### config.mk
export PLATFORM = sky130hd
export DESIGN_NAME = mds_mul_serial
export DESIGN_NICKNAME = d
export VERILOG_FILES = /design/src/rtl/mds_mul_serial.sv
export SDC_FILE = /design/constraint.sdc
export NUM_CORES = 1
export LEC_CHECK = 0
export CAP_MARGIN = 10
export CORE_MARGIN = 5
export CORE_UTILIZATION = 40
export CTS_CLUSTER_DIAMETER = 60
export DETAILED_ROUTE_END_ITERATION = 7
export PLACE_DENSITY = 0.69
export SLEW_MARGIN = 5
export SYNTH_ARGS = -nofsm -noshare
export SYNTH_HDL_FRONTEND = slang
export SYNTH_SLANG_ARGS = --single-unit
### constraint.sdc
create_clock -name clk -period 3.3 [get_ports clk]
set_input_delay 0.66 -clock clk [delete_from_list [all_inputs] [get_ports clk]]
set_output_delay 0.66 -clock clk [all_outputs]
set_load 0.02 [all_outputs]
### src/rtl/mds_mul_serial.sv
// mds_mul_serial: Twofish MDS matrix multiply over GF(2^8), one matrix column per cycle.
//
// The 32-bit word y = {y3,y2,y1,y0} is latched on the input handshake. Over the next
// NBYTES cycles, column j of the MDS matrix is scaled by y_j and XORed into a 32-bit
// accumulator. The finished word z = {z3,z2,z1,z0} is then presented until it is accepted.
//
// Ports:
//   clk        rising-edge clock
//   rst_n      asynchronous active-low reset
//   in_valid   upstream word in_y is valid
//   in_ready   block can accept a word (IDLE only)
//   in_y       input word {y3,y2,y1,y0}, y0 = bits 7:0
//   out_valid  result out_z is valid (DONE only)
//   out_ready  downstream accepts out_z
//   out_z      result word {z3,z2,z1,z0}, z0 = bits 7:0; changes only on completion
//   busy       high in any state other than IDLE
module mds_mul_serial #(
  parameter logic [8:0]  POLY   = 9'h169,
  parameter int unsigned NBYTES = 4
) (
  input  logic        clk,
  input  logic        rst_n,
  input  logic        in_valid,
  output logic        in_ready,
  input  logic [31:0] in_y,
  output logic        out_valid,
  input  logic        out_ready,
  output logic [31:0] out_z,
  output logic        busy
);

  localparam int unsigned CntW = (NBYTES > 1) ? $clog2(NBYTES) : 1;
  localparam logic [CntW-1:0] CntLast = CntW'(NBYTES - 1);

  typedef enum logic [1:0] {
    StIdle = 2'd0,
    StBusy = 2'd1,
    StDone = 2'd2
  } state_e;

  state_e          state_q, state_d;
  logic [31:0]     y_q, y_d;
  logic [31:0]     acc_q, acc_d;
  logic [31:0]     z_q, z_d;
  logic [CntW-1:0] cnt_q, cnt_d;

  // Multiply by x modulo POLY. POLY carries the x^8 term, so XORing it clears bit 8.
  function automatic logic [7:0] xtime(input logic [7:0] a);
    logic [8:0] sh;
    sh = {a, 1'b0};
    if (sh[8]) begin
      sh = sh ^ POLY;
    end
    return sh[7:0];
  endfunction

  // Multiply by a constant: XOR together the xtime powers of a selected by c's set bits.
  // With c constant, synthesis reduces this to a small XOR network.
  function automatic logic [7:0] gf_mul_const(input logic [7:0] a, input logic [7:0] c);
    logic [7:0] pw;
    logic [7:0] res;
    pw  = a;
    res = 8'h00;
    for (int i = 0; i < 8; i++) begin
      if (c[i]) begin
        res = res ^ pw;
      end
      pw = xtime(pw);
    end
    return res;
  endfunction

  // Byte selected by the column counter.
  logic [7:0] y_sel;

  always_comb begin
    y_sel = y_q[7:0];
    unique case (cnt_q)
      2'd0:    y_sel = y_q[7:0];
      2'd1:    y_sel = y_q[15:8];
      2'd2:    y_sel = y_q[23:16];
      2'd3:    y_sel = y_q[31:24];
      default: y_sel = y_q[7:0];
    endcase
  end

  // Only three distinct coefficients appear in the matrix: 01, 5B, EF.
  logic [7:0] m01, m5b, mef;

  assign m01 = y_sel;
  assign m5b = gf_mul_const(y_sel, 8'h5B);
  assign mef = gf_mul_const(y_sel, 8'hEF);

  // Scaled column for the current byte, packed as {row3,row2,row1,row0}.
  // Columns (row0,row1,row2,row3):
  //   j0 = (01,5B,EF,EF)  j1 = (EF,EF,5B,01)  j2 = (5B,EF,01,EF)  j3 = (5B,01,EF,5B)
  logic [31:0] col_term;

  always_comb begin
    col_term = 32'h0;
    unique case (cnt_q)
      2'd0:    col_term = {mef, mef, m5b, m01};
      2'd1:    col_term = {m01, m5b, mef, mef};
      2'd2:    col_term = {mef, m01, mef, m5b};
      2'd3:    col_term = {m5b, mef, m01, m5b};
      default: col_term = 32'h0;
    endcase
  end

  // Next-state logic.
  always_comb begin
    state_d = state_q;
    y_d     = y_q;
    acc_d   = acc_q;
    cnt_d   = cnt_q;
    z_d     = z_q;

    unique case (state_q)
      StIdle: begin
        if (in_valid) begin
          y_d     = in_y;
          acc_d   = 32'h0;
          cnt_d   = '0;
          state_d = StBusy;
        end
      end

      StBusy: begin
        acc_d = acc_q ^ col_term;
        cnt_d = cnt_q + 1'b1;
        if (cnt_q == CntLast) begin
          // Publish the final sum directly; out_z never shows a partial accumulation.
          z_d     = acc_q ^ col_term;
          state_d = StDone;
        end
      end

      StDone: begin
        if (out_ready) begin
          state_d = StIdle;
        end
      end

      default: begin
        state_d = StIdle;
      end
    endcase
  end

  always_ff @(posedge clk or negedge rst_n) begin
    if (!rst_n) begin
      state_q <= StIdle;
      y_q     <= 32'h0;
      acc_q   <= 32'h0;
      z_q     <= 32'h0;
      cnt_q   <= '0;
    end else begin
      state_q <= state_d;
      y_q     <= y_d;
      acc_q   <= acc_d;
      z_q     <= z_d;
      cnt_q   <= cnt_d;
    end
  end

  assign in_ready  = (state_q == StIdle);
  assign out_valid = (state_q == StDone);
  assign busy      = (state_q != StIdle);
  assign out_z     = z_q;

endmodule
# Word-level counts from Yosys, hierarchy flattened
# Index checks and enable logic that the tools add are counted.
dict set report totals {
  register_bits 100
  in_bits 36
  out_inout_bits 35
}
dict set report classes {
  n_addsub 1
  n_eq_ne 8
  mux 17
  n_bitwise 17
  reduce_logical 8
}
# cell n
set op_table {}
lappend op_table {{$pmux W32 S4} 1}
lappend op_table {{$xor A8 B8 Y8} 9}
lappend op_table {{$pmux W32 S2} 1}
lappend op_table {{$mux W7} 7}
lappend op_table {{$mux W32} 1}
lappend op_table {{$pmux W8 S4} 1}
lappend op_table {{$xor A32 B32 Y32} 1}
lappend op_table {{$not A4 Y4} 7}
lappend op_table {{$mux W2} 4}
lappend op_table {{$eq A2 B2 Y1 const B} 3}
lappend op_table {{$pmux W2 S3} 1}
lappend op_table {{$reduce_and A2 Y1} 3}
lappend op_table {{$eq A2 B1 Y1 const B} 2}
lappend op_table {{$logic_not A2 Y1} 2}
lappend op_table {{$ne A2 B2 Y1 const B} 2}
lappend op_table {{$pmux W2 S2} 1}
lappend op_table {{$reduce_bool A2 Y1} 2}
lappend op_table {{$reduce_and A3 Y1} 1}
lappend op_table {{$add A2 B1 Y2 const B} 1}
lappend op_table {{$ne A2 B1 Y1 const B} 1}

# Logic depth before layout (Yosys ltp)
# Gate-level depths: netlist (run 1).
dict set report logic_depth {
  depth_word 20
  mapped_depth 12
  mapped_depth_nobuf 10
}

# Worst setup path after synthesis (run 1)
# Ideal clock, no wire load.
dict set report synth_path {
  kind {register -> register}
  startpoint {reg cnt_q[0]}
  endpoint {reg acc_q[17]}
  setup_ns 0.121
  arrival_time_ns 2.846
  required_time_ns 3.179
  setup_slack_ns 0.333
  path_stages_with_launch 13
  path_buffers 2
  period_less_slack_ns 2.967
  path_cell_list {dfrtp_1 inv_1 ha_1 a222oi_1 buf_2 o2bb2a_1 a31oi_1 o21ai_1 and2_1 buf_4 a21o_1 or3_1 a22o_1}
}
dict set report synth_between {
  elab_chain_len 15
  word_cells_on_any_way 28
  classes_between {eq/ne: 3; mux: 10; bitwise: 14; reduce/logical: 1}
}
# item line_no
set synth_lines {}
lappend synth_lines {{start: declaration} 45} ;# logic [CntW-1:0] cnt_q, cnt_d;
lappend synth_lines {{start signal: assignment} 162} ;# cnt_q <= cnt_d;
lappend synth_lines {{$eq A2 B2 Y1 (tied with other cells)} {78, 101}}
lappend synth_lines {{$pmux W8 S4} 78} ;# unique case (cnt_q)
lappend synth_lines {{$not A4 Y4 (no source line)} --}
lappend synth_lines {{$mux W7 (2 in series)} 51} ;# if (sh[8]) begin
lappend synth_lines {{$not A4 Y4 (no source line)} --}
lappend synth_lines {{$mux W7} 51}
lappend synth_lines {{$not A4 Y4 (no source line)} --}
lappend synth_lines {{$mux W7 (3 in series)} 51}
lappend synth_lines {{$xor A8 B8 Y8} 66} ;# res = res ^ pw;
lappend synth_lines {{$pmux W32 S4 (*)} 101} ;# unique case (cnt_q)
lappend synth_lines {{$xor A32 B32 Y32 (*)} 129} ;# acc_d = acc_q ^ col_term;
lappend synth_lines {{$pmux W32 S2 (*)} 118} ;# unique case (state_q)
lappend synth_lines {{end signal: assignment} 154} ;# acc_q <= 32'h0;
lappend synth_lines {{end signal: assignment} 160} ;# acc_q <= acc_d;
lappend synth_lines {{end: declaration} 43} ;# logic [31:0] acc_q, acc_d;
# Every way passes the cells marked *; elsewhere a longest branch is shown, timed or not.
# A chain may end at the register's enable or synchronous reset.

# Final worst setup path (run 1)
# Ends and elaborated chain as after synthesis.

==> results of run 1 <==
==> cells in the mapped netlist (4+ instances only) <==
library cell | number | share of area, %
o31ai_1 | 6 | 0.76
nand3_1 | 7 | 0.59
o22ai_1 | 6 | 0.63
nand4_1 | 5 | 0.53
clkbuf_1 | 29 | 1.8
ha_1 | 4 | 0.85
inv_1 | 16 | 1.0
a222oi_1 | 4 | 0.68
xor2_1 | 10 | 1.5
o21ai_0 | 56 | 4.7
o21ai_1 | 19 | 1.6
nand2b_1 | 6 | 0.63
and2_1 | 4 | 0.42
a22oi_1 | 13 | 1.6
dfrtp_1 | 100 | 42
mux2i_1 | 5 | 0.85
a31oi_1 | 13 | 1.4
o211ai_1 | 8 | 1.0
buf_1 | 6 | 0.38
nand2_1 | 177 | 11
or2_2 | 4 | 0.42
nor3_1 | 8 | 0.68
a211oi_1 | 4 | 0.51
nor2b_1 | 7 | 0.74
nor2_1 | 30 | 1.9
a21oi_1 | 32 | 2.7
a21o_1 | 6 | 0.76
or3_1 | 11 | 1.2
xnor2_1 | 41 | 6.1
buf_2 | 6 | 0.51
==> area by class of cell <==
| type | instances | area (um2) |
|---|---|---|
| clock inverters | 4 | 72.6 |
| flip-flops and latches | 100 | 2500 |
| well taps | 184 | 230 |
| inverters | 16 | 60.1 |
| multi-input cells | 540 | 3220 |
| fillers | 1359 | 7100 |
| clock buffers | 11 | 253 |
| repair buffers | 119 | 1090 |
==> per-layer routing <==
| metal | up-vias | share of wire, % | GRT usage [%] |
|---|---|---|---|
| met5 | - | 0 | 0 |
| met4 | 0 | 2.7 | 9.03 |
| met3 | 36 | 4.6 | 2.91 |
| met2 | 165 | 47 | 33.7 |
| met1 | 2605 | 45 | 29.2 |
| li1 | 2599 | - | - |
==> kinds of logic (layout without fill, tap and decap cells) <==
logic type,count (synthesis),in the layout
adder cells (fa/ha/maj),4,4
multiplexers,5,5
AO/OA/AOI/OAI,207,207
XOR/XNOR,58,58
flip-flops,100,100
buffers and inverters,59,150
AND/OR/NAND/NOR,266,266
==> worst paths after layout <==
path | start | to | slack, ps | depth (start not counted)
max | cnt_q[0] | acc_q[17] | 140 | 12
min | rst_n | y_q[31] | 330 | 1
max reg2reg | cnt_q[0] | acc_q[17] | 140 | 12
min reg2reg | y_q[11] | y_q[11] | 480 | 2
max in group asynchronous | rst_n | acc_q[30] | 2260 | 2
min in group clk | y_q[11] | y_q[11] | 480 | 2
==> state kept, by name, summed over array words and instances, names as in the netlist <==
| register | flops |
|---|---|
| y_q | 32 |
| out_z | 32 |
| cnt_q | 2 |
| state_q | 2 |
| acc_q | 32 |
==> worst reg2reg max path, cell delays in order (launching register included) <==
cell and delay, ps:
dfrtp_1 410, inv_1 80, ha_1 210, buf_4 180, a22oi_1 390, buf_4 210, a21o_1 350, o211ai_2 200
nand3_2 140, and2_1 230, nor3_1 80, or3_1 350, a22o_1 210
==> stage by stage <==
step / setup WS [ps] / cell area, um2 / setup TNS, ps
after floorplan: 333 / 5920 / 0
final: 143 / 7430 / 0
after CTS: 99.2 / 7360 / 0
after detailed placement: 116 / 7040 / 0
after global routing: -47.5 / 7430 / -146
after global placement: 140 / 7040 / 0
==> timing repair <==
item | 4_1_cts | 5_1_grt
buffers inserted | 0 | 4
endpoints found under the setup margin | 0 | 28
resized for setup | 0 | 6
==> results.rst, run 1 <==
.. list-table::
   :header-rows: 1

   * - Metric
     - Value
   * - XOR/XNOR share of the synthesized area
     - 9.91%
   * - Die outline area
     - 0.0173 mm2
   * - Mean instance size in the synthesized netlist
     - 8.47 um2
   * - Total buffers and inverters traversed by the critical path
     - 3
   * - Arithmetic-cell share of the synthesized area counting full adders, half adders and majority gates
     - 0.845%
   * - Source-to-sink clock delay at the later pin of the worst-skew pair
     - 350 ps
   * - EDFF count, synth
     - 0
   * - Utilization of the core after routing
     - 51.1%
   * - Pin count of the biggest net entering global routing
     - 53
   * - Vias after detailed routing
     - 5405
   * - Total global-route track usage
     - 21.2%
   * - Type of element capturing the critical path
     - flip-flop
   * - Period Utilization, post-route
     - 95.7%
   * - Data required, critical path
     - 3540 ps
   * - Proportion of layout cells with a drive suffix above 1
     - 12.0%
   * - Cell repeated most along the worst path
     - buf_4
   * - Simple logic cell fraction of the synthesized area
     - 19.2%
   * - Post-synth design cell area
     - 0.00592 mm2
   * - Unrepaired setup endpoints after global routing
     - true
   * - Hold violation count in the final report
     - 0
   * - Worst stage delay on the critical path
     - 410 ps
   * - Max transition margin
     - 47.6%
   * - Clock Tree Root
     - clkbuf_16
   * - Arrival time of data at the critical path endpoint
     - 3400 ps
   * - Status
     - finished clean
   * - Most common cell after layout, fill and taps aside
     - nand2_1
   * - Starting Density
     - 40.7%
   * - Total of max-cap violations
     - 0
   * - Post-Route Skew
     - 7.85 ps
   * - Count of pins over their slew limit
     - 0
   * - Crit-path cells
     - inv_1, ha_1, buf_4, a22oi_1, buf_4, a21o_1, o211ai_2, nand3_2, and2_1, nor3_1, or3_1, a22o_1
   * - Filler-free cell count of the finished design
     - 974
   * - Worst Setup Start Kind
     - flip-flop
   * - Multiplexer fraction of the synthesized cell area
     - 0.845%
   * - Minimum hold slack
     - 333 ps
   * - YS warnings
     - 0
   * - Minimum clock period after layout
     - 3160 ps
   * - First-pass iteration count of the detailed router
     - 5
   * - Register area share after synthesis
     - 42.3%
   * - DP HPWL
     - 13.5 mm
   * - Nets
     - 826
   * - CP max FO
     - 12
   * - Worst path slowest cell
     - dfrtp_1
   * - Count of different cell masters after synthesis
     - 69
   * - Layout-stage area growth over the synthesis result
     - 25.5%
   * - Final setup violating endpoints
     - 0
   * - Detailed router's first-iteration violation count
     - 443
   * - CTS HTree Levels
     - 3
   * - Die Y
     - 132 um
   * - Post-synthesis compound-gate area fraction
     - 22.8%
   * - Global-route wire length before repair
     - 29.8 mm
   * - Floorplan row count
     - 44
   * - Syn nets
     - 739
   * - # IOs
     - 71
   * - Worst-path clk slew
     - 70 ps
   * - TritonCTS clock tree
     - done
   * - DIE WIDTH
     - 132 um
   * - Vias in the first global route
     - 5442
   * - Final ANT Viol Nets
     - 0
   * - Sum of overflow across all layers after global routing
     - 0
   * - Total instance count after detailed placement
     - 955
   * - Combinational family with the most area after synthesis
     - compound AO/OA/AOI/OAI gates
   * - Detailed-route DRC error count
     - 0
   * - Initial antenna violation count
     - 0
   * - Port buffer count
     - 70
   * - Worst path top cell family by delay
     - compound AO/OA/AOI/OAI gates
   * - Cts bufs inserted
     - 9
   * - CTS sink count
     - 100
   * - Highest clock frequency the design can meet
     - 317 MHz
   * - GPL Wtd Cong
     - 0.901
   * - Slew at the pin closest to its max-slew limit
     - 785 ps
   * - Core Area
     - 0.0145 mm2
   * - Prevailing post-synth register cell
     - dfrtp_1
   * - Routed len/inst
     - 18.7 um
   * - Worst setup path category
     - flip-flop to flip-flop
   * - WL final
     - 18.2 mm
   * - Hold buffers post-CTS
     - 0
   * - Routed vias/inst
     - 5.55
   * - Largest buffer count on any clock path
     - 2
   * - Number of antenna cells inserted
     - 0
   * - Kind of path behind the tightest hold check
     - primary input to async pin
   * - Synth Instances
     - 699
   * - Fraction of registers with async set/reset
     - 100%
   * - Commonest cells after routing, fill and taps aside
     - 176 x nand2_1, 100 x dfrtp_1, 69 x clkdlybuf4s50_1, 56 x o21ai_0, 48 x buf_4
   * - Synth Register Bits
     - 100
Power of run 1 is left out: the tool's default activity adds up to more than one toggle a clock period on the data nets, which glitch-free logic cannot reach.
==> inputs of run 2 (changes only) <==
Settings changed: CTS_CLUSTER_SIZE set to 28.
==> results of run 2 <==
No change in the layout: final DEF, timing and power equal those of run 1.
Power of run 2 is left out for the same reason.
